**config.mk**
```make
export PLATFORM = sky130hd
export DESIGN_NAME = pipe_stage_reg
export DESIGN_NICKNAME = d
export VERILOG_FILES = /design/src/rtl/pipe_stage_reg.sv
export SDC_FILE = /design/constraint.sdc
export NUM_CORES = 1
export LEC_CHECK = 0
export CORE_MARGIN = 8
export CORE_UTILIZATION = 26
export CTS_CLUSTER_DIAMETER = 30
export DETAILED_ROUTE_END_ITERATION = 8
export PLACE_DENSITY = 0.5
export SYNTH_ARGS = -nofsm -noshare
export SYNTH_HDL_FRONTEND = slang
export SYNTH_SLANG_ARGS = --single-unit
```
**constraint.sdc**
```tcl
create_clock -name clk -period 4.6 [get_ports clk]
set_input_delay 1.15 -clock clk [delete_from_list [all_inputs] [get_ports clk]]
set_output_delay 1.15 -clock clk [all_outputs]
set_load 0.02 [all_outputs]
```
**src/rtl/pipe_stage_reg.sv**
```systemverilog
// Pipeline stage register with bubble insert, flush and stall counter; 1-cycle latency, no in->out comb path.
// SKID=0: one entry, in_ready passes out_ready through; SKID=1: two-entry skid, in_ready from a register.
module pipe_stage_reg #(
  parameter int                DATA_W    = 128,
  parameter int                CTRL_W    = 16,
  parameter logic [CTRL_W-1:0] KILL_MASK = '1,
  parameter bit                SKID      = 1'b0,
  parameter int                CNT_W     = 16
) (
  input  logic              clk,
  input  logic              reset,
  input  logic              in_valid,
  output logic              in_ready,
  input  logic [DATA_W-1:0] in_data,
  input  logic [CTRL_W-1:0] in_ctrl,
  input  logic              bubble,
  input  logic              flush,
  output logic              out_valid,
  input  logic              out_ready,
  output logic [DATA_W-1:0] out_data,
  output logic [CTRL_W-1:0] out_ctrl,
  output logic [1:0]        occupancy,
  output logic [CNT_W-1:0]  stall_cnt
);

  localparam logic [1:0] ST_EMPTY = 2'd0;
  localparam logic [1:0] ST_ONE   = 2'd1;
  localparam logic [1:0] ST_TWO   = 2'd2;

  logic [1:0]        state;
  logic [1:0]        state_nxt;
  logic              rdy_q;
  logic              space;
  logic              take;
  logic              out_xfer;
  logic [CTRL_W-1:0] new_ctrl;
  logic [DATA_W-1:0] head_data;
  logic [CTRL_W-1:0] head_ctrl;
  logic [DATA_W-1:0] skid_data;
  logic [CTRL_W-1:0] skid_ctrl;

  // A bubble uses the same space as a real entry but never consumes in_data.
  always_comb begin
    space = 1'b0;
    if (SKID) space = rdy_q;
    else      space = (state == ST_EMPTY) || out_ready;
  end

  assign in_ready  = space && !(bubble && in_valid) && (SKID ? reset : 1'b1);
  assign take      = in_valid && space && !flush;
  assign out_valid = (state != ST_EMPTY);
  assign out_xfer  = out_valid && out_ready;
  assign new_ctrl  = bubble ? (in_ctrl & ~KILL_MASK) : in_ctrl;

  always_comb begin
    state_nxt = state;
    if (flush) begin
      state_nxt = ST_EMPTY;
    end else begin
      case (state)
        ST_EMPTY: if (take) state_nxt = ST_ONE;
        ST_ONE: begin
          if (out_xfer && !take)      state_nxt = ST_EMPTY;
          else if (take && !out_xfer) state_nxt = ST_TWO;
        end
        ST_TWO:   if (out_xfer) state_nxt = ST_ONE;
        default:  state_nxt = ST_EMPTY;
      endcase
    end
  end

  always_ff @(posedge clk) begin
    if (!reset) begin
      state     <= ST_EMPTY;
      rdy_q     <= 1'b1;
      head_data <= '0;
      head_ctrl <= '0;
      skid_data <= '0;
      skid_ctrl <= '0;
    end else begin
      state <= state_nxt;
      rdy_q <= (state_nxt != ST_TWO);
      if (!flush) begin
        if (take && ((state == ST_EMPTY) || ((state == ST_ONE) && out_xfer))) begin
          head_data <= in_data;
          head_ctrl <= new_ctrl;
        end else if ((state == ST_TWO) && out_xfer) begin
          head_data <= skid_data;
          head_ctrl <= skid_ctrl;
        end
        if (take && (state == ST_ONE) && !out_xfer) begin
          skid_data <= in_data;
          skid_ctrl <= new_ctrl;
        end
      end
    end
  end

  // Counts backpressure seen by the head; a flush does not clear it.
  always_ff @(posedge clk) begin
    if (!reset) begin
      stall_cnt <= '0;
    end else if (out_valid && !out_ready && (stall_cnt != {CNT_W{1'b1}})) begin
      stall_cnt <= stall_cnt + CNT_W'(1);
    end
  end

  assign out_data  = head_data;
  assign out_ctrl  = out_valid ? head_ctrl : (head_ctrl & ~KILL_MASK);
  assign occupancy = state;

endmodule

```
==> metrics.json, run 1 <==
{
  "final.fill_count": 4129,
  "wl_per_cell_um": 16.2,
  "ctsRootBufferMaster": "sky130_fd_sc_hd__clkbuf_16",
  "cp_common_cell": "sky130_fd_sc_hd__clkdlybuf4s50_1",
  "powerDensity_nw_per_um2": 534,
  "hp-class": "reg -> reg",
  "synthesis.area_sq_um": 10900,
  "maxSlewHeadroom_pct": 34.3,
  "net-switching-power_mw": 2.06,
  "timing.critical_path.fanout_max": 9,
  "place_hpwl_mm": 21.4,
  "synth_edf_count": 0,
  "maximum_number_of_pins_on_one_net_before_global_route_repair": 161,
  "req_time_crit_path_ns": 3.45,
  "final_core_utilization_pct": 41.4,
  "asyncSetResetFlopFracSynth_pct": 0,
  "via_count": 9651,
  "worst_path_max_delay_cell": "sky130_fd_sc_hd__clkdlybuf4s50_1",
  "detail_route.wirelength_mm": 34.7,
  "synth_cell_type_count": 44,
  "dieArea_sq_um": 48700,
  "critical-path-max-stage-delay_ns": 0.63,
  "type_of_origin_of_the_critical_path": "input port",
  "clk_path_buf_depth": 3,
  "initial_core_utilization_pct": 26.1,
  "cts.repair_timing.setup_buffer_count": 0,
  "dr.first_iter.drc_count": 700,
  "vdd_ir_drop_max_uv": 310,
  "core_region_area_sq_um": 41700,
  "yosys_register_bits": 306,
  "finClkSkew_ns": 0.0270,
  "crit_type": "in -> out",
  "rsz0062_at_grt": "false",
  "dieHeight_um": 221,
  "mappedNetlistNets": 1383,
  "postPlaceCellArea_sq_um": 14500,
  "finalCriticalPeriod_ns": 3.80,
  "fmax_mhz": 263,
  "crit_arrival_ns": 2.65,
  "worstSkewPairLatency_ns": 0.57,
  "resized_cells_post_cts": 0,
  "grt_pass1_vias": 9851,
  "cts-hold-fix-buffers": 0,
  "drive_above_1_share_pct": 9.71,
  "timing.max_cap.violations": 0,
  "finalWeightedCongestion": 0.738,
  "final-max-slew-violation-count": 0,
  "cts-buffers-inserted": 78,
  "worst_path_cell_trace": "clkdlybuf4s50_1, nor2_1, a21oi_1, clkdlybuf4s50_1",
  "power_mw": 9.22,
  "ios": 314,
  "vias_per_cell": 4.51,
  "final_cell_mix": "sky130_fd_sc_hd__clkdlybuf4s50_1 (312), sky130_fd_sc_hd__dfxtp_1 (306), sky130_fd_sc_hd__a21oi_1 (263)",
  "cts_htree_levels": 3,
  "setup_viol": 0,
  "global_route_wire_length_before_repair_mm": 54.4,
  "route.detailed.drc": 0,
  "areaGrowthSynthToFinish_pct": 58.5,
  "timing_worst_slew_pin_value_ns": 0.986,
  "grtUsageTotal_pct": 13.9,
  "seq_power_share_pct": 30.2,
  "cellInternalPower_mw": 7.16,
  "port-buffer-count": 313,
  "synthesis.area_per_instance_sq_um": 8.85,
  "synth.yosys.seq_area_share_pct": 56.3,
  "final_area_sq_um": 17300,
  "area_used_by_sequential_logic_in_the_layout_sq_um": 6130,
  "totalNegativeSetupSlack_ns": 0,
  "p_sw_share_pct": 22.3,
  "mostFrequentLayoutCell": "sky130_fd_sc_hd__clkdlybuf4s50_1",
  "finish.net_count": 1687,
  "total_leakage_power_nw": 6.61,
  "multi_input_area_sq_um": 4360,
  "synth_cells": 1231,
  "die-width_um": 221,
  "core.rowCount": 75,
  "cts_tree": "built",
  "cts.sink_count": 306,
  "finalHoldViolations": 0,
  "outcome": "finished, final reports clean",
  "ys_dominant_reg_cell": "sky130_fd_sc_hd__dfxtp_1",
  "antenna_found_initial": 3,
  "period_share_pct": 82.7,
  "gr-total-overflow": 0,
  "ant_nets": 0,
  "crit_path_capture_type": "output pin",
  "clock_power_share_pct": 62.4,
  "power_frac_comb_pct": 7.4,
  "worst_setup_hold_path_clk_slew_ns": 0.04,
  "synth-warning-count": 0,
  "dr.pass1.iters": 4
}
worst max-delay path: cells and delay by family:
family / cells / cell delay [ns]
AOI/OAI and AO/OA: 1 / 0.16
and+or+nand+nor: 1 / 0.11
buffers and inverters: 2 / 1.23
cell type report:
cell class	count	share of cell area, %
flip-flops and latches	306	35.5
multi-input cells	820	25.3
clock inverters	50	4.04
inverters	3	0.0652
well taps	539	3.91
diodes	2	0.0290
clock buffers	92	12.2
repair buffers	326	19.0
cell usage after synthesis (all sizes together) (3+ instances only):
cell,n,area (sq um)
nand2b,9,56.3
nand2,141,529
nor3,8,40.0
inv,3,11.3
nand4,7,43.8
nor2,21,81.3
o21ai,148,741
clkbuf,77,289
buf,25,125
nor2b,18,113
dfxtp,306,6130
mux2i,8,80.1
o31ai,3,27.5
and2,144,901
a221oi,16,140
a21oi,263,1320
nor4,4,31.3
nand3,4,20.0
or3,3,18.8
worst paths after layout:
kind,to,slack (ns),cells after the start,start
worst max register to register,out_data[63],2.22,5,occupancy[0]
worst min-delay path,skid_data[11],0.45,1,skid_data[11]
worst min register to register,skid_data[11],0.45,1,skid_data[11]
worst max-delay path,in_ready,0.80,4,out_ready
logic make-up after synthesis:
group                    after synthesis  synth area share, %
multiplexers                           8                0.735
AND/OR/NAND/NOR                      372                 17.8
AO/OA/AOI/OAI                        438                 21.0
adder cells (fa/ha/maj)                2                0.230
flip-flops                           306                 56.3
buffers and inverters                105                 3.91
per-stage QoR:
step | worst slack (ns) | hold slack [ns] | std cells
global placement | 0.808 | 0.442 | 1994
global route | 0.628 | 0.465 | 2137
detailed placement | 0.786 | 0.444 | 1994
CTS | 0.765 | 0.457 | 2136
finish | 0.797 | 0.453 | 2138
floorplan | 1.91 | 0.430 | 1231
layer usage:
| metal | share of wire [%] | global-route usage [%] | vias up |
|---|---|---|---|
| li1 | - | - | 4856 |
| met1 | 45 | 17.4 | 4459 |
| met2 | 44 | 20.9 | 281 |
| met3 | 7.9 | 5.11 | 53 |
| met4 | 2.6 | 6.63 | 2 |
| met5 | 0.037 | 0 | - |
registers in the layout (all words and copies together), names as in the netlist:
name and cells:
head_ctrl 16, occupancy 2, out_data 128, skid_ctrl 16
skid_data 128, stall_cnt 16
power groups by stage:
stage                     clock network [mW]  registers, mW  logic [mW]
after floorplan                            0           2.91       0.226
after global placement                     0           2.83       0.688
after detailed placement                   0           2.83       0.688
after CTS                               5.88           2.78       0.692
after global routing                    6.04           2.79       0.739
final                                   5.76           2.79       0.678
No activity file was read; power rests on OpenSTA's default activity.
==> run 2: changes to the inputs <==
PLACE_DENSITY = 0.52   (was 0.5)
clock period = 3.2 ns   (was 4.6 ns; I/O delays follow)
==> metrics.json, run 2 (synthesized netlist as in run 1, its figures left out) <==
{
  "cellInternalPower_mw": 10.1,
  "setup_viol": 0,
  "finalWeightedCongestion": 0.754,
  "fmax_mhz": 329,
  "global_route_wire_length_before_repair_mm": 55.3,
  "finalHoldViolations": 0,
  "critical_path_buf_inv_count": 3,
  "dr.pass1.iters": 4,
  "p_sw_share_pct": 22.5,
  "drive_above_1_share_pct": 10.4,
  "core.rowCount": 75,
  "global_routing_met3_resource_utilization_pct": 5.56,
  "cts-hold-fix-buffers": 0,
  "final_critical_path_setup_slack_ns": 0.165,
  "grt_use_met2_pct": 21.8,
  "vdd_ir_drop_max_uv": 354,
  "via_count": 9795,
  "rsz0062_at_grt": "false",
  "gr-total-overflow": 0,
  "dp_slack_ns": -0.0256,
  "worst_path_cell_trace": "clkdlybuf4s50_1, buf_4, nor2_1, a21oi_1, clkdlybuf4s50_1",
  "antenna-diode-count": 0,
  "cp_common_cell": "sky130_fd_sc_hd__clkdlybuf4s50_1",
  "outcome": "finished, final reports clean",
  "period_share_pct": 94.8,
  "groute.layer.met1.usage_pct": 17.1,
  "finalCriticalPeriod_ns": 3.03,
  "finClkSkew_ns": 0.0133,
  "totalNegativeSetupSlack_ns": 0,
  "vias_per_cell": 4.56,
  "timing.max_cap.violations": 0,
  "cts-buffers-inserted": 77,
  "antenna_found_initial": 1,
  "dr.first_iter.drc_count": 556,
  "maximum_number_of_pins_on_one_net_before_global_route_repair": 97,
  "net-switching-power_mw": 2.92,
  "req_time_crit_path_ns": 2.40,
  "grtUsageTotal_pct": 14.1,
  "final_cell_mix": "sky130_fd_sc_hd__clkdlybuf4s50_1 (312), sky130_fd_sc_hd__dfxtp_1 (305), sky130_fd_sc_hd__a21oi_1 (263)",
  "worst_setup_hold_path_clk_slew_ns": 0.04,
  "crit_path_capture_type": "output pin",
  "timing_worst_slew_pin_value_ns": 1.25,
  "total_leakage_power_nw": 6.68,
  "seq_power_share_pct": 30.8,
  "clock_power_share_pct": 61.4,
  "cts.sink_count": 306,
  "core_region_area_sq_um": 41700,
  "power_frac_comb_pct": 7.7,
  "dieArea_sq_um": 48700,
  "wl_per_cell_um": 16.4,
  "die-width_um": 221,
  "detail_route.wirelength_mm": 35.2,
  "path_delay_family": "buffers and inverters",
  "initial_core_utilization_pct": 26.1,
  "crit_arrival_ns": 2.23,
  "final-max-slew-violation-count": 0,
  "maxSlewHeadroom_pct": 16.5,
  "ant_nets": 0,
  "dieHeight_um": 221,
  "route.detailed.drc": 0,
  "port-buffer-count": 313,
  "powerDensity_nw_per_um2": 748,
  "final_core_utilization_pct": 41.7,
  "grt_busiest_layer": "met2",
  "worst_path_max_delay_cell": "sky130_fd_sc_hd__clkdlybuf4s50_1",
  "clk_path_buf_depth": 3,
  "place_hpwl_mm": 22.2,
  "resized_cells_post_cts": 1,
  "cts_htree_levels": 3,
  "type_of_origin_of_the_critical_path": "input port",
  "power_mw": 13.0,
  "ios": 314,
  "finish.net_count": 1700,
  "timing.critical_path.fanout_max": 8,
  "crit_type": "in -> out",
  "cts_tree": "built",
  "cts.repair_timing.setup_buffer_count": 0,
  "hp-class": "reg -> reg",
  "areaGrowthSynthToFinish_pct": 59.5,
  "critical-path-max-stage-delay_ns": 0.62,
  "ctsRootBufferMaster": "sky130_fd_sc_hd__clkbuf_16",
  "grt_pass1_vias": 10300,
  "worstSkewPairLatency_ns": 0.57,
  "mostFrequentLayoutCell": "sky130_fd_sc_hd__clkdlybuf4s50_1"
}
-- run 2: cell count changes in the layout (fill, tap and decap cells not counted), sizes merged, moves of 3 or more --
cell / delta
clkbuf: +11
inv: -3
bufinv: -5
buf: +14
-- run 2: path summary, 6_finish.rpt --
path | from | to | slack, ns | cells after the start
worst max-delay path | out_ready | in_ready | 0.17 | 5
worst min-delay path | skid_data[8] | skid_data[8] | 0.45 | 1
worst max register to register | occupancy[0] | out_data[120] | 0.85 | 5
worst min register to register | skid_data[8] | skid_data[8] | 0.45 | 1
-- run 2: power groups by stage --
stage | combinational, mW | clock, mW | sequential [mW]
3_5_place_dp | 1.01 | 0 | 4.07
2_1_floorplan | 0.325 | 0 | 4.19
4_1_cts | 1.02 | 8.17 | 4.00
6_report | 1.00 | 7.98 | 4.01
3_3_place_gp | 1.02 | 0 | 4.07
5_1_grt | 1.09 | 8.38 | 4.01
-- run 2: through the flow --
step / hold slack (ns) / instance area [sq um] / std cells
floorplan: 0.430 / 10900 / 1231
global placement: 0.442 / 14600 / 2008
detailed placement: 0.444 / 14600 / 2008
CTS: 0.457 / 17400 / 2149
global route: 0.466 / 17400 / 2149
finish: 0.453 / 17400 / 2149
-- run 2: cell type report --
type	instances	area [sq um]
tap	539	674
sequential	306	6130
multi-input combinational	820	4360
inverter	3	11.3
fill	4136	24300
clock buffer	103	2230
clock inverter	38	495
timing repair buffer	340	3470
-- run 2: routing by layer --
layer | routed length [um] | share of wire, %
met5 | 13 | 0.037
met4 | 991 | 2.8
met3 | 2760 | 7.8
met2 | 15800 | 45
met1 | 15600 | 44
